### config.mk
export PLATFORM = sky130hd
export DESIGN_NAME = result_serializer
export DESIGN_NICKNAME = d
export VERILOG_FILES = /design/src/rtl/result_serializer.sv
export SDC_FILE = /design/constraint.sdc
export NUM_CORES = 1
export LEC_CHECK = 0
export CAP_MARGIN = 15
export CORE_MARGIN = 3
export CORE_UTILIZATION = 51
export DETAILED_ROUTE_END_ITERATION = 10
export PLACE_DENSITY = 0.79
export SETUP_SLACK_MARGIN = 0.1
export SYNTH_ARGS = -nofsm -noshare
export SYNTH_HDL_FRONTEND = slang
export SYNTH_SLANG_ARGS = --single-unit
### constraint.sdc
create_clock -name clk -period 2.35 [get_ports clk]
set_input_delay 0.705 -clock clk [delete_from_list [all_inputs] [get_ports clk]]
set_output_delay 0.705 -clock clk [all_outputs]
set_load 0.01 [all_outputs]
### src/rtl/result_serializer.sv
// result_serializer: streams an NxN result matrix (N clamped to 4) to a UART, one byte at a time, MSB first.
// Ports:
//   clk          system clock, rising edge
//   rst          asynchronous active-low reset
//   start        one-cycle frame request, honoured only when idle
//   matrix_size  matrix dimension N, sampled when start is accepted
//   rd_addr      result memory read address (row-major word index)
//   rd_data      result memory data, valid one cycle after rd_addr
//   tx_busy      UART busy, from the slower baud domain
//   tx_data      byte presented to the UART
//   tx_start     one-cycle transmit request
//   busy         high while a frame is in progress
//   done         one-cycle pulse at frame completion
module result_serializer #(
  parameter int WORD_W = 32,
  parameter int ADDR_W = 4
) (
  input  logic              clk,
  input  logic              rst,
  input  logic              start,
  input  logic [3:0]        matrix_size,
  output logic [ADDR_W-1:0] rd_addr,
  input  logic [WORD_W-1:0] rd_data,
  input  logic              tx_busy,
  output logic [7:0]        tx_data,
  output logic              tx_start,
  output logic              busy,
  output logic              done
);
  localparam int BYTES = WORD_W / 8;
  localparam int BW = BYTES > 1 ? $clog2(BYTES) : 1;
  localparam int MAXW = 2 ** ADDR_W;
  typedef enum logic [2:0] {IDLE, READ, LATCH, SEND, WAIT_ACK, WAIT_TXD, NEXT, FIN} state_t;
  state_t state, state_nx;
  logic [ADDR_W:0] idx, idx_inc, total, total_c;
  logic [BW-1:0] bcnt;
  logic [WORD_W-1:0] shift;
  logic [2:0] n_c;
  logic last_byte, last_word;
  // word count saturates at the memory depth so the index can never wrap
  always_comb begin
    n_c = matrix_size > 4'd4 ? 3'd4 : matrix_size[2:0];
    total_c = int'(n_c) * int'(n_c) > MAXW ? (ADDR_W+1)'(MAXW) : (ADDR_W+1)'(int'(n_c) * int'(n_c));
    idx_inc = idx + (ADDR_W+1)'(1);
    last_byte = bcnt == BW'(BYTES - 1);
    last_word = idx_inc == total;
    state_nx = state;
    case (state)
      IDLE:     state_nx = start ? (n_c == 3'd0 ? FIN : READ) : IDLE;
      READ:     state_nx = LATCH;
      LATCH:    state_nx = SEND;
      SEND:     state_nx = tx_busy ? SEND : WAIT_ACK;
      WAIT_ACK: state_nx = tx_busy ? WAIT_TXD : WAIT_ACK;
      WAIT_TXD: state_nx = tx_busy ? WAIT_TXD : (last_byte ? NEXT : SEND);
      NEXT:     state_nx = last_word ? FIN : READ;
      FIN:      state_nx = IDLE;
      default:  state_nx = IDLE;
    endcase
  end
  assign busy = state != IDLE;
  assign done = state == FIN;
  always_ff @(posedge clk or negedge rst) begin
    if (!rst) begin
      state <= IDLE;
      rd_addr <= '0;
      tx_data <= '0;
      tx_start <= 1'b0;
      idx <= '0;
      total <= '0;
      bcnt <= '0;
      shift <= '0;
    end else begin
      state <= state_nx;
      tx_start <= state == SEND && !tx_busy;
      if (state == IDLE && start) begin
        total <= total_c;
        idx <= '0;
        bcnt <= '0;
      end
      // address is loaded on entry so READ presents it and LATCH sees the data
      if (state_nx == READ) rd_addr <= state == IDLE ? '0 : idx_inc[ADDR_W-1:0];
      if (state == LATCH) shift <= rd_data;
      if (state == SEND && !tx_busy) tx_data <= shift[WORD_W-1 -: 8];
      if (state == WAIT_TXD && !tx_busy && !last_byte) begin
        shift <= shift << 8;
        bcnt <= bcnt + BW'(1);
      end
      if (state == NEXT) begin
        idx <= idx_inc;
        bcnt <= '0;
      end
    end
  end
endmodule

==> impl_results.md <==
- Skew final: 0.00668 ns
- Nature of the critical path endpoint: flop
- Die area: 0.00619 mm2
- Top_reg_cell synth: dfrtp_1
- CTS tree: built
- Ant. Diodes: 0
- Synth cell types: 43
- Number of setup violations in the final report: 0
- Vias/cell: 5.44
- Initial antenna violation count: 0
- First-pass GRT wire length: 10,200 um
- Max-cap violations: 0
- Row count: 25
- Hold buffer count at CTS: 0
- Register-to-Register Setup Slack: 0.28 ns
- IO Port Bufs: 54
- Die X: 78.7 um
- Status: finished clean
- Worst hold path type: in2async
- Area growth from synthesis to layout: 36.8%
- Worst-path clk slew: 0.06 ns
- Setup TNS: 0 ns
- Period utilization: 92.3%
- WS Path Type: in2reg
- GRT busiest layer: met2
- Min Tclk post-route: 2.17 ns
- Non-Filler Instances: 408
- PD cells: 1250 mW/mm2
- 1st-iter DRT viols: 154
- DR DRC count: 0
- CP Cell Sequence: clkdlybuf4s50_1, or4b_1, nor3_4, a221oi_2, nand4_4, mux2_4
- Max Buffers Root-to-Sink: 2
- Syn Area/Cell: 10.2 um2
- Mapped Cells: 263
- Post-Synthesis Cell Area: 0.00269 mm2
- Die Y: 78.7 um
- Worst EP required: 2.57 ns
- Vias in the first global route: 2,192
- CP peak stage delay: 0.51 ns
- DR vias: 2,218
- Max Slew Vio Count: 0
- Routability Congestion: 0.852
- Synth area leader: dfrtp_1
- Final core utilization: 75.1%
- EDFF count, synth: 0
- Yosys warnings: 0
- Drt pass-1 iters: 4
- RSZ-0062 raised after global routing: true
- Share of flip-flops with an asynchronous set or reset: 100%
- Drt wl/cell: 15.1 um
- Area after DPL: 0.00342 mm2
- Synth Net Count: 306
- PnR worst setup slack: 0.181 ns
- Starting Density: 54.9%
- Fin area: 0.00369 mm2
- Critical-path top delay cell: or4b_1
- Total leakage power: 1.72 nW
- Total track usage: 21.5%
- Count leader, synth: nand2_1
- WL final: 6170 um
- I/O pin total: 55
- FF+latch count, synth: 59
- CP Max Fanout: 2
- Floorplan Core Area: 0.00491 mm2
- Crit path arrival time: 2.39 ns
- Largest net degree at the start of global routing: 60
- Root buffer cell: clkbuf_8
- R2r startpoint: idx[0]$_DFFE_PN0P_
- Post-synthesis sequential area ratio: 54.8%
- Synth top area cells: dfrtp_1 55%, nand2_1 10%, a22oi_1 6.4%
- H-tree levels: 3
- Met1 Usage GRT: 26.0%
- Met2 GRT Util: 35.7%
- Skew-Pair Late Insertion Delay: 0.33 ns
- Placed insts: 389
- Peak supply drop: 0.725 mV
- Fmax: 0.461 GHz
- Share of the synthesized area in the top cell type: 54.8%
- GR Overflow Total: 0
- GR Layer Usage met3: 5.73%
- Nets: 379
- Post-synth top cells: 73 x nand2_1, 59 x dfrtp_1, 23 x a22oi_1
- Pre-CTS WS: -0.161 ns
- Share of cells above drive strength 1: 17.3%
- Antenna viol nets, final: 0
- Dpl hpwl: 4350 um
- CTS Buf Count: 9
- Worst reg-to-reg path cell count: 6
- CTS sink count: 59
- Final hold vios: 0
- CP Launch Type: input port
- RR Endpoint: rd_addr[2]$_DFFE_PN0N_
==> metrics by stage <==
stage,total power [W],hold slack [ns]
6_report,0.00459,0.363
3_5_place_dp,0.00356,0.462
2_1_floorplan,0.00283,0.409
4_1_cts,0.00454,0.366
5_1_grt,0.00491,0.375
3_3_place_gp,0.00346,0.454
==> metal layers <==
layer / part of all wire (%) / routed length, um
met3: 5.6 / 343
met2: 51 / 3140
met5: 0 / 0
met4: 2.1 / 127
met1: 41 / 2560
==> layout by cell type, fill, tap and decap left out, types with 2 or more instances in the layout <==
cell type / n
nand3_1: 5
a21o_1: 2
a22oi_1: 23
a21oi_1: 12
a22o_1: 5
inv_1: 4
clkdlybuf4s50_1: 51
clkbuf_8: 12
clkinv_2: 2
buf_4: 20
xnor2_1: 7
dfrtp_1: 58
ha_1: 3
mux2i_1: 2
xor2_1: 2
o21ai_0: 7
mux2_2: 8
nor2_1: 10
nand2_1: 73
nor3_1: 2
buf_12: 3
nor3_4: 3
==> worst max-delay path by stage <==
stage	startpoint	endpoint	slack [ns]	cells after the start
final	start	rd_addr[2]$_DFFE_PN0N_	0.18	6
after global routing	state[0]$_DFF_PN0_	busy	0.10	4
after CTS	state[0]$_DFF_PN0_	done	0.11	3
after floorplan	tx_busy	rd_addr[2]$_DFFE_PN0N_	0.26	7
after detailed placement	start	rd_addr[2]$_DFFE_PN0N_	-0.16	6
after global placement	start	rd_addr[2]$_DFFE_PN0N_	-0.14	6
==> logic make-up after synthesis <==
logic type | synth area share, %
fa+ha+maj | 1.39
simple gates | 18.6
other cells | 0.139
compound gates | 13.9
buf+inv | 3.53
xor+xnor | 2.93
flops | 54.8
mux | 4.64
==> report_power, final <==
part | total (W) | switching [W] | internal [W]
Clock | 0.000961 | 0.000389 | 0.000572
Sequential | 0.00174 | 0.000284 | 0.00146
Combinational | 0.00189 | 0.000942 | 0.000948
Total | 0.00459 | 0.00161 | 0.00298
==> registers in the layout, indices dropped and copies added, names as in the netlist <==
| register | count |
|---|---|
| tx_data | 8 |
| state | 3 |
| bcnt | 2 |
| tx_start | 1 |
| shift | 32 |
| total | 4 |
| idx | 5 |
| rd_addr | 4 |
==> what timing repair did <==
item	CTS	global route
cloned	0	0
buffers inserted	0	3
resized for setup	3	2
endpoints found under the hold margin	0	0
setup endpoints to repair	1	1
==> area by class of cell <==
| type | instances | area [um2] |
|---|---|---|
| well taps | 67 | 83.8 |
| multi-input cells | 184 | 1150 |
| clock buffers | 12 | 165 |
| clock inverters | 4 | 47.5 |
| inverters | 5 | 18.8 |
| repair buffers | 77 | 747 |
| fillers | 345 | 1220 |
| flip-flops and latches | 59 | 1480 |
==> critical path, delay by kind of cell <==
kind,cells,cell delay [ns]
mux,1,0.30
compound gates,1,0.11
simple gates,3,0.79
buf+inv,1,0.48
(Power assumes the default switching activity.)
